## src/rtl/demux3_pkg.sv

```systemverilog
// Shared types and constants for the 1-to-3 stream demultiplexer.
package demux3_pkg;

  typedef enum logic [1:0] {
    DEST0    = 2'b00,
    DEST1    = 2'b01,
    DEST2    = 2'b10,
    DEST_INV = 2'b11
  } dest_e;

  typedef enum logic {
    EMPTY = 1'b0,
    FULL  = 1'b1
  } slot_st_e;

  localparam int NUM_PORTS  = 3;
  localparam int DROP_CNT_W = 8;

endpackage

```

## src/rtl/demux3_slot.sv

```systemverilog
// One-entry output slot: holds a beat until its consumer takes it.
module demux3_slot
  import demux3_pkg::*;
#(
  parameter int WIDTH = 8
) (
  input  logic             clk,
  input  logic             reset,
  input  logic             load,
  input  logic [WIDTH-1:0] data,
  input  logic             out_ready,
  output logic             valid,
  output logic [WIDTH-1:0] q
);

  slot_st_e st;

  always_ff @(posedge clk) begin
    if (!reset) begin
      st <= EMPTY;
      q  <= '0;
    end else begin
      unique case (st)
        EMPTY: begin
          if (load) begin
            st <= FULL;
            q  <= data;
          end
        end
        FULL: begin
          if (load) begin
            q <= data;
          end else if (out_ready) begin
            st <= EMPTY;
          end
        end
      endcase
    end
  end

  assign valid = (st == FULL);

endmodule

```

## src/rtl/demux3_stream.sv

```systemverilog
// 1-to-3 valid/ready stream demux with per-port one-entry slots.
// Optional saturating drop counter enabled by DEMUX3_DROP_CNT_EN.
module demux3_stream
  import demux3_pkg::*;
#(
  parameter int WIDTH = 8
) (
  input  logic             clk,
  input  logic             reset,
  input  logic             in_valid,
  output logic             in_ready,
  input  logic [WIDTH-1:0] in_data,
  input  logic [1:0]       in_sel,
  output logic [2:0]       out_valid,
  input  logic [2:0]       out_ready,
  output logic [WIDTH-1:0] out_data0,
  output logic [WIDTH-1:0] out_data1,
  output logic [WIDTH-1:0] out_data2,
`ifdef DEMUX3_DROP_CNT_EN
  output logic [DROP_CNT_W-1:0] drop_cnt,
`endif
  output logic             sel_err
);

  dest_e                  sel;
  logic                   accept;
  logic [NUM_PORTS-1:0]   load;
  logic [NUM_PORTS-1:0]   full;
  logic [WIDTH-1:0]       q [NUM_PORTS];

  assign sel    = dest_e'(in_sel);
  assign accept = in_valid && in_ready;

  // Ready depends only on the addressed slot, so a stalled port never blocks others.
  always_comb begin
    in_ready = 1'b0;
    if (reset) begin
      unique case (sel)
        DEST0:    in_ready = !full[0] || out_ready[0];
        DEST1:    in_ready = !full[1] || out_ready[1];
        DEST2:    in_ready = !full[2] || out_ready[2];
        DEST_INV: in_ready = 1'b1;
      endcase
    end
  end

  always_comb begin
    load = '0;
    if (accept) begin
      unique case (sel)
        DEST0:    load[0] = 1'b1;
        DEST1:    load[1] = 1'b1;
        DEST2:    load[2] = 1'b1;
        DEST_INV: load = '0;
      endcase
    end
  end

  for (genvar i = 0; i < NUM_PORTS; i++) begin : g_slot
    demux3_slot #(.WIDTH(WIDTH)) u_slot (
      .clk       (clk),
      .reset     (reset),
      .load      (load[i]),
      .data      (in_data),
      .out_ready (out_ready[i]),
      .valid     (full[i]),
      .q         (q[i])
    );
  end

  assign out_valid = full;
  assign out_data0 = q[0];
  assign out_data1 = q[1];
  assign out_data2 = q[2];

  always_ff @(posedge clk) begin
    if (!reset) begin
      sel_err <= 1'b0;
    end else begin
      sel_err <= accept && (sel == DEST_INV);
    end
  end

`ifdef DEMUX3_DROP_CNT_EN
  always_ff @(posedge clk) begin
    if (!reset) begin
      drop_cnt <= '0;
    end else if (accept && (sel == DEST_INV) && (drop_cnt != '1)) begin
      drop_cnt <= drop_cnt + 1'b1;
    end
  end
`endif

endmodule

```

## config.mk

```make
export PLATFORM = sky130hd
export DESIGN_NAME = demux3_stream
export DESIGN_NICKNAME = d
export VERILOG_FILES = /design/src/rtl/demux3_pkg.sv /design/src/rtl/demux3_slot.sv /design/src/rtl/demux3_stream.sv
export SDC_FILE = /design/constraint.sdc
export NUM_CORES = 1
export LEC_CHECK = 0
export ABC_AREA = 0
export CORE_ASPECT_RATIO = 1.75
export CORE_MARGIN = 5
export CORE_UTILIZATION = 37
export CTS_CLUSTER_DIAMETER = 40
export DETAILED_ROUTE_END_ITERATION = 7
export HOLD_SLACK_MARGIN = 0.02
export PLACE_DENSITY = 0.73
export SYNTH_ARGS = -nofsm -noshare
export SYNTH_HDL_FRONTEND = slang
export SYNTH_SLANG_ARGS = --single-unit
```

## constraint.sdc

```tcl
create_clock -name clk -period 1.55 [get_ports clk]
set_clock_uncertainty 0.2 [all_clocks]
set_input_delay 0.3875 -clock clk [delete_from_list [all_inputs] [get_ports clk]]
set_output_delay 0.3875 -clock clk [all_outputs]
set_load 0.03 [all_outputs]
```

## Word-level counts from Yosys, hierarchy flattened

Index checks and enable logic that the tools add are counted.

| storage, ports and cells | value |
|---|---|
| flip-flop bits (word level) | 28 |
| bits of input ports | 16 |
| output and inout port bits | 29 |
| word-level logic and storage cells | 43 |

| operators by class | value |
|---|---|
| equal/unequal tests | 3 |
| muxes and demuxes | 21 |
| bitwise operators | 3 |
| reduce and logical (&&, ||, !) cells | 9 |

Operator list:

| cell | number |
|---|---|
| $mux W8 | 3 |
| $mux W1 | 13 |
| $pmux W1 S2 | 3 |
| $eq A2 B2 Y1 const B | 2 |
| $pmux W1 S4 | 1 |
| $logic_not A1 Y1 | 3 |
| $logic_or A1 B1 Y1 | 3 |
| $mux W3 | 1 |
| $not A1 Y1 | 3 |
| $eq A2 B1 Y1 const B | 1 |
| $logic_and A1 B1 Y1 | 2 |
| $logic_not A2 Y1 | 1 |

## Longest topological paths before layout

| logic depth | value |
|---|---|
| depth in word-level cells | 8 |
| depth in mapped cells | 5 |
| gate-level depth less buffers | 3 |

## By module

A second synthesis with hierarchy kept.

| second synthesis, totals | value |
|---|---|
| cells, all modules | 99 |
| area total of the unflattened synthesis | 1,118.6 sq um |

Modules (own cells, without submodules):

| module | instances | cells an instance | area an instance (sq um) | sequential area each (sq um) |
|---|---|---|---|---|
| demux3_slot | 3 | 28 | 335.3 | 180.2 |
| demux3_stream | 1 | 15 | 112.6 | 20.0 |

## Least setup slack after synthesis

Ideal clock, no wire load.

| timing | value |
|---|---|
| path type | input to output |
| start point | input port in_sel[1] |
| end point | output port in_ready |
| arrival | 1.349 ns |
| data required time | 0.962 ns |
| setup slack | -0.387 ns |
| cell stages on the path | 3 |
| path buffers | 0 |
| cells stage by stage | or3b_2 > a21oi_1 > a311oi_1 |

| on the way | value |
|---|---|
| word-level cells in the longest chain between the ends | 3 |
| elaborated cells on any way between the ends | 6 |
| classes of those cells | eq/ne (3); mux (2); reduce/logical (1) |

RTL lines:

| element | line | RTL |
|---|---|---|
| from (decl) | demux3_stream.sv:13 | `input logic [1:0] in_sel,` |
| $eq A2 B2 Y1 (tied with other cells) | demux3_stream.sv:38 | `unique case (sel)` |
| $pmux W1 S4 (*) | demux3_stream.sv:38 |  |
| $mux W1 (*) | demux3_stream.sv:37 | `if (reset) begin` |
| to (decl) | demux3_stream.sv:11 | `output logic in_ready,` |

Mark *: on every way between the ends. The rest lies on a longest branch, timed or not.

## Worst setup path after layout

| timing | value |
|---|---|
| start point | input port out_ready[0] |
| end point | output port in_ready |

| on the way | value |
|---|---|
| word-level cells in the longest chain between the ends | 3 |

RTL lines:

| element | line | RTL |
|---|---|---|
| from (decl) | demux3_stream.sv:15 | `input logic [2:0] out_ready,` |
| $logic_or A1 B1 Y1 | demux3_stream.sv:39 | `DEST0: in_ready = !full[0] \|\| out_ready[0];` |
| $pmux W1 S4 | demux3_stream.sv:38 |  |
| $mux W1 | demux3_stream.sv:37 |  |

No other way between the ends.

==> metrics <==
Avg Inst Size Synth=9.786 um^2; synthesized area=0.001096 mm^2; CTS tree=yes; number of distinct library cells after synthesis=21; share of post-route cells with drive strength above 1=0.3855; synthesis-stage register bit count=28; vias per inst=4.856; placed cell areas=0.001574 mm^2; Iteration-0 DRC Markers=13; initial core utilization=0.3786; vias in the first global route=984; sequential share of the synthesized area=0.5114; Row Count=26; H-tree depth=1; Slew HR=0.8033; Nets=183; Achievable Freq=513.7 MHz; synthesized net count=128; die height=82 um; max_cap viols=0; RSZ-0062 raised after global routing=true; Core Box Area=0.002895 mm^2; I/O Buffers=44; final period utilization=1.256; Placed Cells=188; via count=942; CTS buffer count=3; CP Data Arrival Time=1.36 ns; gr ovfl total=0; Setup crit start kind=input port; DRC Markers=0; Clk Latency, worst-skew pair=0.27 ns; CP Launch Point=out_ready[0]; Tot GR Track Use=0.1400; Tmin final=1.947 ns; status=complete, but fails checks; clock root buffer=clkbuf_8; Die X=51.14 um; dpl hpwl=2090 um; Min-Delay Path Class=register to register; Antenna Nets Post-Route=0; Clock Path Buffers=2; WS Path Type=input port to primary output; pre-CTS WS=-0.6497 ns; final non-filler cell area=0.001704 mm^2; Cell Count, Final, Fillers Out=194; final WL=2806 um; Hold Fails Final Rpt=0; Mapped Cells=112; largest net degree at the start of global routing=25; reg-to-reg startpoint=g_slot[2].u_slot.valid; antenna cells=0; WL/cell=14.46 um; Worst Path Max Fanout=2; Final WS setup=-0.3967 ns; Leak Pwr=0.7637 nW; first-pass GRT wire length=4422 um; failing checks=setup timing; final setup fails=6; setup bufs post-CTS=0; Slew Viols, Final=0; Ys Warns=0; Peak VDD IR=0.5322 mV; hold_ws=0.2667 ns; number of detailed-route iterations in the first pass=3; full die area=0.004193 mm^2; Setup crit end kind=primary output; Worst-path clk slew=0.09 ns; I/O Pins=45; overall power=0.001502 W; antenna violations before repair=0; Least-Margin Pin Slew=0.2944 ns; # hold bufs at CTS=0; GP Congestion=0.7956; Layout area overhead=55.48%; worst hold start=g_slot[1].u_slot.q[0]; Crit path required time=0.96 ns; power per cell area=881.4 mW/mm^2; clk sinks=28
## cell families (layout without fill, tap and decap cells)
kind of cell / Yosys count / count (layout) / synth area share
AND/OR/NAND/NOR: 43 / 43 / 0.1747
flip-flops: 28 / 28 / 0.5114
multiplexers: 24 / 24 / 0.2192
buffers and inverters: 12 / 66 / 0.06392
AO/OA/AOI/OAI: 5 / 5 / 0.03082
## worst paths after layout
check                               end  slack (ns)  cells after the start
setup reg to reg  g_slot[2].u_slot.q[0]       -0.02                      4
hold / removal    g_slot[1].u_slot.q[0]        0.27                      2
setup / recovery               in_ready       -0.40                      5
hold reg to reg   g_slot[1].u_slot.q[0]        0.27                      2
## what timing repair did
action | 4_1_cts | 5_1_grt
resized for setup | 24 | 8
hold endpoints to repair | 0 | 0
gates cloned | 1 | 1
pin swaps | 4 | 3
endpoints found under the setup margin | 28 | 26
## report_power, final
part | total [W] | switching [W] | internal [W]
logic | 0.000201 | 0.000105 | 0.0000960
registers | 0.000744 | 0.00000855 | 0.000735
clock network | 0.000557 | 0.000212 | 0.000345
total | 0.00150 | 0.000325 | 0.00118
## synth_stat cells
master,instances,share of area
nand2_1,33,0.11
dfxtp_1,28,0.51
mux2i_1,24,0.22
buf_4,4,0.027
clkbuf_1,3,0.010
a21oi_1,2,0.0091
buf_2,2,0.0091
nor2b_1,2,0.011
o21a_1,2,0.014
a311oi_1,1,0.0080
buf_6,1,0.010
inv_1,1,0.0034
inv_2,1,0.0034
nand3_1,1,0.0046
nand3b_1,1,0.0069
nor2_1,1,0.0034
nor3_1,1,0.0046
nor4_1,1,0.0057
or2b_2,1,0.0080
or3b_2,1,0.0080
or4b_1,1,0.0091
## flip-flops by register name, indices dropped and copies added (netlist names)
name                 flops
g_slot.u_slot.q         24
sel_err                  1
g_slot.u_slot.valid      3
## critical path: stages
cell	delay [ns]
clkdlybuf4s15_1	0.20
or3b_4	0.41
a21oi_4	0.14
a311oi_4	0.06
buf_6	0.16
## final cells by class
class                      count  area, um^2
fill                         259        1191
inverter                       2       7.507
timing repair buffer          60       503.0
multi-input combinational     72       524.3
sequential                    28       563.0
tap                           28       35.03
clock inverter                 1       30.03
clock buffer                   3       41.29
## layout by cell type, fill, tap and decap left out, types with 2 or more instances in the layout
master | netlist | final
clkdlybuf4s50_1 | 0 | 9
clkdlybuf4s15_2 | 0 | 2
mux2i_1 | 24 | 24
dfxtp_1 | 28 | 26
o21a_1 | 2 | 2
buf_6 | 1 | 5
dfxtp_2 | 0 | 2
clkbuf_8 | 0 | 3
nand2_1 | 33 | 32
buf_4 | 4 | 40
clkdlybuf4s15_1 | 0 | 2
## metrics by stage
step | utilization | TNS (ns)
after CTS | 0.5825 | -0.4564
after global placement | 0.5436 | -15.64
final | 0.5886 | -0.4456
after global routing | 0.5886 | -1.223
after detailed placement | 0.5436 | -16.23
after floorplan | - | -0.6129
## layer usage
metal | part of all wire | global-route usage
met1 | 0.38 | 0.1574
met2 | 0.56 | 0.2597
met3 | 0.039 | 0.007260
met4 | 0.017 | 0.07278
met5 | 0 | 0
(Power assumes the default switching activity.)
